`src/rtl/edge_timestamper_if.sv`:
```
// Output stream of the edge timestamper: show-ahead FIFO head word with a valid/ready handshake.
interface edge_timestamper_if #(
    parameter int unsigned CNT_W = 14
);
    logic [CNT_W+1:0] oData;
    logic             oValid;
    logic             iReady;

    modport master (output oData, output oValid, input iReady);
    modport slave  (input oData, input oValid, output iReady);
endinterface

```
`src/rtl/edge_timestamper.sv`:
```
// Timestamps rise/fall pulses against a free-running coarse counter, inserts rollover markers,
// and queues the words in a show-ahead FIFO with drop accounting.
module edge_timestamper #(
    parameter int unsigned CNT_W = 14,
    parameter int unsigned DEPTH = 8
) (
    input  logic               iClk,
    input  logic               iRst,
    input  logic               enable,
    input  logic               iRise,
    input  logic               iFall,
    edge_timestamper_if.master outBus,
    output logic               oOverflow,
    output logic [7:0]         oDropCnt
);
    localparam int unsigned WORD_W = CNT_W + 2;
    localparam int unsigned PTR_W  = $clog2(DEPTH);
    localparam int unsigned OCC_W  = PTR_W + 1;

    logic [CNT_W-1:0]  coarse;
    logic              stMarker;
    logic              stHit;
    logic [1:0]        stType;
    logic [CNT_W-1:0]  stTs;

    logic [WORD_W-1:0] mem [DEPTH];
    logic [PTR_W-1:0]  wrPtr;
    logic [PTR_W-1:0]  rdPtr;
    logic [OCC_W-1:0]  occ;

    logic              pop;
    logic [OCC_W-1:0]  occAfterPop;
    logic [OCC_W-1:0]  freeSlots;
    logic [OCC_W-1:0]  occNext;
    logic [1:0]        nReq;
    logic [1:0]        nWr;
    logic [1:0]        nDrop;
    logic [PTR_W-1:0]  wrPtrB;
    logic [PTR_W-1:0]  rdNext;
    logic [WORD_W-1:0] word0;
    logic [WORD_W-1:0] word1;
    logic [WORD_W-1:0] headNext;
    logic [WORD_W-1:0] dataNext;
    logic [8:0]        dropSum;
    logic [7:0]        dropSat;

    // Coarse counter: runs only while enabled, wraps naturally.
    always_ff @(posedge iClk or negedge iRst) begin
        if (!iRst) begin
            coarse <= '0;
        end else if (enable) begin
            coarse <= coarse + CNT_W'(1);
        end
    end

    // Capture stage: the pre-increment count, so marker and hit from one cycle share a timestamp.
    always_ff @(posedge iClk or negedge iRst) begin
        if (!iRst) begin
            stMarker <= 1'b0;
            stHit    <= 1'b0;
            stType   <= 2'b00;
            stTs     <= '0;
        end else begin
            stMarker <= enable && (&coarse);
            stHit    <= enable && (iRise || iFall);
            stType   <= {iFall, iRise};
            stTs     <= coarse;
        end
    end

    // Write stage: admit words against occupancy after this cycle's pop, marker first.
    always_comb begin
        pop         = outBus.oValid && outBus.iReady;
        occAfterPop = occ - OCC_W'(pop);
        freeSlots   = OCC_W'(DEPTH) - occAfterPop;
        nReq        = 2'(stMarker) + 2'(stHit);
        nWr         = (freeSlots >= OCC_W'(nReq)) ? nReq : 2'(freeSlots);
        nDrop       = nReq - nWr;
        word0       = stMarker ? {2'b00, {CNT_W{1'b1}}} : {stType, stTs};
        word1       = {stType, stTs};
        wrPtrB      = wrPtr + PTR_W'(1);
        rdNext      = rdPtr + PTR_W'(pop);
        occNext     = occAfterPop + OCC_W'(nWr);

        headNext = mem[rdNext];
        if (nWr != 2'd0 && wrPtr == rdNext) begin
            headNext = word0;
        end else if (nWr == 2'd2 && wrPtrB == rdNext) begin
            headNext = word1;
        end
        dataNext = (occNext == '0) ? outBus.oData : headNext;

        dropSum = {1'b0, oDropCnt} + 9'(nDrop);
        dropSat = (dropSum > 9'd255) ? 8'hFF : dropSum[7:0];
    end

    always_ff @(posedge iClk) begin
        if (nWr != 2'd0) begin
            mem[wrPtr] <= word0;
        end
        if (nWr == 2'd2) begin
            mem[wrPtrB] <= word1;
        end
    end

    // Pointers, occupancy and the registered head word.
    always_ff @(posedge iClk or negedge iRst) begin
        if (!iRst) begin
            wrPtr         <= '0;
            rdPtr         <= '0;
            occ           <= '0;
            outBus.oValid <= 1'b0;
            outBus.oData  <= '0;
            oOverflow     <= 1'b0;
            oDropCnt      <= '0;
        end else begin
            wrPtr         <= wrPtr + PTR_W'(nWr);
            rdPtr         <= rdNext;
            occ           <= occNext;
            outBus.oValid <= (occNext != '0);
            outBus.oData  <= dataNext;
            if (nDrop != 2'd0) begin
                oOverflow <= 1'b1;
                oDropCnt  <= dropSat;
            end
        end
    end
endmodule

```
`src/flat_wrapper.sv`:
```
// flat-port wrapper written by rule: the top's interface ports become plain ports
module edge_timestamper_flat 
#(
    parameter int unsigned CNT_W = 14,
    parameter int unsigned DEPTH = 8
)
  (iClk, iRst, enable, iRise, iFall, oOverflow, oDropCnt, outBus_oData, outBus_oValid, outBus_iReady);
  edge_timestamper_if #(.CNT_W(CNT_W)) outBus_i ();
  input  logic iClk;
  input  logic iRst;
  input  logic enable;
  input  logic iRise;
  input  logic iFall;
  output logic oOverflow;
  output logic [7:0] oDropCnt;
  output wire logic [$bits(outBus_i.oData)-1:0] outBus_oData;
  output wire logic [$bits(outBus_i.oValid)-1:0] outBus_oValid;
  input wire logic [$bits(outBus_i.iReady)-1:0] outBus_iReady;
  assign outBus_oData = outBus_i.oData;
  assign outBus_oValid = outBus_i.oValid;
  assign outBus_i.iReady = outBus_iReady;
  edge_timestamper #(.CNT_W(CNT_W), .DEPTH(DEPTH)) u_core (.iClk(iClk), .iRst(iRst), .enable(enable), .iRise(iRise), .iFall(iFall), .outBus(outBus_i), .oOverflow(oOverflow), .oDropCnt(oDropCnt));
endmodule
```
`config.mk`:
```
export PLATFORM = sky130hd
export DESIGN_NAME = edge_timestamper_flat
export DESIGN_NICKNAME = d
export VERILOG_FILES = /design/src/rtl/edge_timestamper_if.sv /design/src/rtl/edge_timestamper.sv /design/src/flat_wrapper.sv
export SDC_FILE = /design/constraint.sdc
export NUM_CORES = 1
export LEC_CHECK = 0
export CAP_MARGIN = 20
export CELL_PAD_IN_SITES_DETAIL_PLACEMENT = 0
export CELL_PAD_IN_SITES_GLOBAL_PLACEMENT = 1
export CORE_UTILIZATION = 55
export CTS_CLUSTER_DIAMETER = 150
export DETAILED_ROUTE_END_ITERATION = 7
export PLACE_DENSITY_LB_ADDON = 0.1
export SYNTH_ARGS = -nofsm -noshare
export SYNTH_HDL_FRONTEND = slang
export SYNTH_SLANG_ARGS = --single-unit
export TNS_END_PERCENT = 1
```
`constraint.sdc`:
```
create_clock -name iClk -period 10 [get_ports iClk]
set_input_delay 2 -clock iClk [delete_from_list [all_inputs] [get_ports iClk]]
set_output_delay 2 -clock iClk [all_outputs]
set_load 0.02 [all_outputs]
```
; After elaboration in Yosys (flattened, before gate mapping)
; Memory sizes are Yosys's and may differ from the RTL's. A register that Yosys moved wholly into a read port is not among the register bits.
; Cells that the tools add are included.
[op_classes]
addsub = 10
magnitude_cmp = 2
n_eq_ne = 1
n_mux = 7
reduce_logical = 11
[ops]
columns = cell, count
row1 = $mux W16, 1
row2 = $add A14 B1 Y14 const B, 1
row3 = $reduce_and A14 Y1, 1
row4 = $add A8 B2 Y9, 1
row5 = $gt A9 B8 Y1 const B, 1
row6 = $mux W8, 1
row7 = $add A4 B2 Y4, 1
row8 = $ge A4 B2 Y1, 1
row9 = $logic_not A4 Y1, 1
row10 = $mux W1, 4
row11 = $reduce_bool A2 Y1, 2
row12 = $reduce_bool A4 Y1, 1
row13 = $sub A4 B1 Y4, 1
row14 = $sub A4 B4 Y4 const A, 1
row15 = $add A3 B1 Y3, 1
row16 = $add A3 B1 Y3 const B, 1
row17 = $add A3 B2 Y3, 1
row18 = $logic_and A1 B1 Y1, 3
row19 = $add A1 B1 Y2, 1
row20 = $eq A2 B2 Y1 const B, 1
row21 = $logic_not A1 Y1, 2
row22 = $mux W2, 1
row23 = $sub A2 B2 Y2, 1
row24 = $logic_or A1 B1 Y1, 1
[totals]
ff_bits = 52
ram_bits = 128
input_bits = 6
output_inout_bits = 26
memories = 1
[mem_list]
columns = name, depth, width, rd, rd_ports_with_merged_regs, write_ports, line_no
row1 = u_core.mem, 8, 16, 1, 1, 2, edge_timestamper.sv:26  ; logic [WORD_W-1:0] mem [DEPTH];

; Longest topological paths before layout
[logic_depth]
depth_word = 9
ltp_mapped = 23
mapped_depth_nobuf = 20

; Worst setup path before layout
; No wires, ideal clock.
[synth_timing]
kind = in2reg
startpoint = in outBus_iReady
endpoint = reg u_core.outBus.oData[14], read port of u_core.mem
setup_time_ns = 0.128
arrival_ns = 6.745
t_required_ns = 9.872
setup_slack_ns = 3.127
path_stages = 21
n_path_buf = 3
path_cell_list = and2_1 ha_1 ha_1 clkbuf_1 xor2_1 ha_1 a21o_1 o31a_1 a21oi_1 nor2_1 clkbuf_1 clkbuf_1 inv_1 ha_1 nand2b_1 nand2_1 a211oi_1 a31oi_1 or4_4 nor4_4 mux2_1
[synth_via]
elab_chain_len = 8
[synth_rtl]
columns = element, line_no
row1 = "start, declared", flat_wrapper.sv:18  ; input wire logic [$bits(outBus_i.iReady)-1:0] outBus_iReady;
row2 = $logic_and A1 B1 Y1 *, edge_timestamper.sv:73  ; pop = outBus.oValid && outBus.iReady;
row3 = $sub A4 B1 Y4 *, edge_timestamper.sv:74  ; occAfterPop = occ - OCC_W'(pop);
row4 = $sub A4 B4 Y4, edge_timestamper.sv:75  ; freeSlots = OCC_W'(DEPTH) - occAfterPop;
row5 = $ge A4 B2 Y1, edge_timestamper.sv:77  ; nWr = (freeSlots >= OCC_W'(nReq)) ? nReq : 2'(freeSlots);
row6 = $mux W2, edge_timestamper.sv:77
row7 = $add A4 B2 Y4 *, edge_timestamper.sv:83  ; occNext = occAfterPop + OCC_W'(nWr);
row8 = named net u_core.occNext[3], edge_timestamper.sv:34  ; logic [OCC_W-1:0] occNext;
row9 = $logic_not A4 Y1 *, edge_timestamper.sv:91  ; dataNext = (occNext == '0) ? outBus.oData : headNext;
row10 = $logic_not A1 Y1 (no source line) *, n/a
row11 = "end, declared", edge_timestamper_if.sv:9  ; modport master (output oData, output oValid, input iReady);
; The timed path passes the listed nets; every way through them passes the cells marked *.
; A chain may end at the register's enable or synchronous reset.

; Final worst setup path
[layout_timing]
startpoint = in outBus_iReady
endpoint = reg u_core.outBus.oData[15], read port of u_core.mem
; Same word-level chain as after synthesis.

==> run_results.csv <==
group,metric,value,unit
power_and_ir_drop,power.density_cell_area,366,nW/um2
worst_hold_path,hold_end,"u_core.stTs[13]",
setup_path,worstPathArrival,7050,ps
cells_and_area,antenna_cells,0,
global_routing,via_count_of_the_first_global_routing_pass,6186,
die,floorplan.io_pins,32,
synth,ys_seq_area_share,56.4,%
cts,insertion_delay,440,ps
global_routing,global_route_wire_length_before_repair,34400,um
setup_path,reg2reg_depth,19,
sta,slew_viol_final,0,
cells_and_area,area_delta_synth_final,11.3,%
synth,synth-warning-count,0,
global_routing,grt_antenna_before_repair,0,
sta,timing_worst_slew_pin_value,1050,ps
global_routing,grt_util_met3,4.56,%
placed_design,place_hpwl,14300,um
cts,postCtsResizedCells,0,
global_routing,grtUsageMet2,39.1,%
sta,timing.fmax,148,MHz
synth,mappedNetlistNets,835,
synth,yosys-top-cells-count,"128 x sky130_fd_sc_hd__edfxtp_1, 98 x sky130_fd_sc_hd__nand2b_1, 68 x sky130_fd_sc_hd__dfrtp_1",
placed_design,portBuffers,31,
sta,final_hold_fails,0,
power_and_ir_drop,switchingPower,1.68,mW
sta,rsz0062_at_grt,"no",
cts,ctsHtreeMaxLevel,4,
detailed_routing,route.detailed.vias_per_inst,6.02,
die,core-area,17400,um2
sta,fin_crit_period,6740,ps
synth,mappedNetlistArea,9840,um2
cts,cts.sink_count,196,
cells_and_area,filler_cell_count_in_the_final_layout,1312,
detailed_routing,drt_first_pass_iters,5,
synth,synthDominantAreaCellType,"sky130_fd_sc_hd__edfxtp_1",
worst_hold_path,hold_depth,0,
setup_path,critical_path_required,10310,ps
global_routing,groute.layer.met1.usage,37.0,%
cells_and_area,area_of_the_multi_input_gates,4000,um2
cts,cts_tree,"yes",
power_and_ir_drop,peak_vdd_ir,0.288,mV
sta,fin_crit_sh,67.4,%
synth,post_synth.cell_area_avg,12.1,um2
synth,ys_dominant_reg_cell,"sky130_fd_sc_hd__edfxtp_1",
power_and_ir_drop,clock_power_share,16.8,%
setup_path,path_max_fanout,17,
synth,synth_enable_flop_cells,128,
cells_and_area,layout.nets,843,
sta,timing.clock.skew,13.2,ps
sta,setup_viol,0,
synth,ys_top_cells_by_area,"sky130_fd_sc_hd__edfxtp_1 39%, sky130_fd_sc_hd__dfrtp_1 17%, sky130_fd_sc_hd__mux4_2 7.3%, sky130_fd_sc_hd__nand2b_1 6.2%, sky130_fd_sc_hd__nor2_1 2.6%",
die,dieArea,18400,um2
cts,post_cts_hold_fix_bufs,0,
detailed_routing,detail-route-antenna-nets,0,
detailed_routing,routed-via-count,6364,
sta,setup_total_negative_slack,0,ps
die,die_span_y,136,um
sta,timing.max_slew.rel_slack,30.1,%
global_routing,maximum_number_of_pins_on_one_net_before_global_route_repair,69,
cts,clock_buffers_created_by_tritoncts,17,
power_and_ir_drop,power_leakage,4.37,nW
setup_path,setup.reg_to_reg.worst_slack,4830,ps
detailed_routing,remaining_drc_errors,0,
setup_path,reg2reg_from,"u_core.outBus.oValid",
synth,ys_seq_elements,196,
setup_path,path_class,"primary input to flop",
setup_path,critical_path.endpoint_type,"flop",
cts,cts_root_buffer,"sky130_fd_sc_hd__clkbuf_16",
worst_hold_path,hold_start,"u_core.coarse[13]",
cells_and_area,sequential_cell_area,5550,um2
setup_path,timing.critical_path.from_type,"primary input",
synth,postSynthCellCount,812,
placed_design,final_estimated_routing_congestion_in_global_placement,0.874,
power_and_ir_drop,power.internal,2.34,mW
cells_and_area,layout-drive-gt1-share,13.7,%
outcome,run_status,"complete, no violations",
cts,clockBufferDepth,2,
synth,synth.distinct_cells,56,
setup_path,regToRegEndpoint,"u_core.outBus.oData[15]",
die,initial_core_util,56.7,%
detailed_routing,drtIter0Drc,574,
run,max-cap-violations,0,
global_routing,grtUsageTotal,25.5,%
die,die_width,136,um
synth,synth_largest_type_area_fraction,39.1,%
global_routing,top_usage_layer,"met2",
cts,cts_post_setup_buffers_inserted,0,
detailed_routing,drt_wl_total,21800,um
power_and_ir_drop,total_power,4.01,mW
cts,path_clk_slew,70,ps
power_and_ir_drop,power_frac_seq,32.4,%
die,placementRows,48,
power_and_ir_drop,power_switching_share,41.8,%
detailed_routing,wire_length_per_cell_after_detailed_routing,20.6,um
synth,synth_most_common_cell,"sky130_fd_sc_hd__edfxtp_1",
global_routing,grt_overflow_total,0,
worst_hold_path,worstHoldPathType,"flop to flop",
synth,async_reset_ff_share,34.7,%
power_and_ir_drop,combinationalPowerShare,50.8,%
[final cells by class]
type / count / share of cell area (%)
Sequential cell: 196 / 50.7
Multi-Input combinational cell: 528 / 36.6
Clock inverter: 12 / 0.949
Clock buffer: 20 / 4.37
Inverter: 31 / 1.06
Tap cell: 225 / 2.57
Timing Repair Buffer: 46 / 3.82
[stage by stage]
step	cells	setup slack (ps)	util (%)	area [um2]	hold slack, ps
2_1_floorplan	812	3130	-	9840	386
3_3_place_gp	1026	2980	59.7	10400	398
3_5_place_dp	1026	2870	59.7	10400	409
4_1_cts	1058	3310	63.1	10900	425
5_1_grt	1058	2980	63.1	10900	436
6_report	1058	3260	63.1	10900	423
[sequential cells by signal (all words and copies together), names as in the netlist]
register,cells
u_core.mem,128
u_core.outBus.oData,16
u_core.coarse,14
u_core.stTs,14
u_core.oDropCnt,8
u_core.occ,4
u_core.rdPtr,3
u_core.wrPtr,3
u_core.stType,2
u_core.oOverflow,1
u_core.outBus.oValid,1
u_core.stHit,1
u_core.stMarker,1
[per-layer routing]
layer  wire length [um]  part of all wire [%]  vias up
met1               9650                    44     3141
li1                   -                     -     2944
met5                  0                     0        -
met4                286                   1.3        0
met2              10200                    47      252
met3               1590                   7.3       27
[placed cells by master, fill, tap and decap left out, types with 4 or more instances in the layout]
cell	netlist	routed
sky130_fd_sc_hd__nand3_1	11	11
sky130_fd_sc_hd__and2_1	15	15
sky130_fd_sc_hd__inv_1	30	30
sky130_fd_sc_hd__nand2b_1	98	98
sky130_fd_sc_hd__nand4_1	4	4
sky130_fd_sc_hd__nor3_1	50	50
sky130_fd_sc_hd__mux4_2	32	32
sky130_fd_sc_hd__clkbuf_16	0	18
sky130_fd_sc_hd__o221ai_1	14	14
sky130_fd_sc_hd__dfrtp_1	68	68
sky130_fd_sc_hd__o32a_1	15	15
sky130_fd_sc_hd__mux2_2	8	8
sky130_fd_sc_hd__xor2_1	10	10
sky130_fd_sc_hd__a31oi_1	4	4
sky130_fd_sc_hd__nor2_1	67	67
sky130_fd_sc_hd__or3_1	6	6
sky130_fd_sc_hd__buf_4	0	15
sky130_fd_sc_hd__or2_1	16	16
sky130_fd_sc_hd__nor2b_1	10	10
sky130_fd_sc_hd__inv_6	0	4
sky130_fd_sc_hd__mux2i_1	17	17
sky130_fd_sc_hd__or2_2	15	15
sky130_fd_sc_hd__edfxtp_1	128	128
sky130_fd_sc_hd__ha_1	15	14
sky130_fd_sc_hd__and3_1	6	6
sky130_fd_sc_hd__nand2_1	39	39
sky130_fd_sc_hd__clkdlybuf4s50_1	0	30
sky130_fd_sc_hd__o21ai_0	7	4
sky130_fd_sc_hd__a21oi_1	8	8
sky130_fd_sc_hd__nor3b_1	6	6
sky130_fd_sc_hd__xnor2_1	17	16
[worst max-delay path, cell delays in order]
cell and delay (ps):
sky130_fd_sc_hd__clkdlybuf4s50_1 390, sky130_fd_sc_hd__and2_1 160, sky130_fd_sc_hd__ha_1 230, sky130_fd_sc_hd__ha_1 560, sky130_fd_sc_hd__xor2_1 220, sky130_fd_sc_hd__ha_1 300
sky130_fd_sc_hd__a21o_1 210, sky130_fd_sc_hd__o31a_1 350, sky130_fd_sc_hd__a21oi_1 230, sky130_fd_sc_hd__nor2_1 80, sky130_fd_sc_hd__inv_1 130, sky130_fd_sc_hd__ha_1 260
sky130_fd_sc_hd__nand2b_1 150, sky130_fd_sc_hd__nand2_1 70, sky130_fd_sc_hd__a211oi_1 250, sky130_fd_sc_hd__a31oi_1 60, sky130_fd_sc_hd__or4_4 510, sky130_fd_sc_hd__nor4_4 210
sky130_fd_sc_hd__buf_4 320, sky130_fd_sc_hd__mux2_1 370
[how the worst max path moves through the flow]
| stage | startpoint | endpoint | slack (ps) | cells past startpoint |
|---|---|---|---|---|
| final | outBus_iReady | u_core.outBus.oData[15] | 3260 | 20 |
| after global routing | outBus_iReady | u_core.outBus.oData[15] | 2980 | 20 |
| after CTS | outBus_iReady | u_core.outBus.oData[15] | 3310 | 20 |
| after detailed placement | outBus_iReady | u_core.outBus.oData[15] | 2870 | 20 |
| after global placement | outBus_iReady | u_core.outBus.oData[14] | 2980 | 20 |
| after floorplan | outBus_iReady | u_core.outBus.oData[14] | 3130 | 21 |
[power groups by stage]
stage / Combinational [mW] / Clock, mW / Sequential [mW]
after floorplan: 1.45 / 0 / 1.29
after global placement: 1.97 / 0 / 1.30
after detailed placement: 2.02 / 0 / 1.32
after CTS: 2.03 / 0.683 / 1.30
after global routing: 2.23 / 0.716 / 1.33
final: 2.04 / 0.674 / 1.30
[cell families (layout without fill, tap and decap cells)]
logic type,after synthesis,count (layout),synth area share [%]
xor+xnor,27,27,2.40
compound gates,77,77,6.28
flops,196,196,56.4
mux,59,59,10.2
fa+ha+maj,17,17,2.32
simple gates,348,348,19.0
buf+inv,88,109,3.45
(Power assumes the default switching activity.)
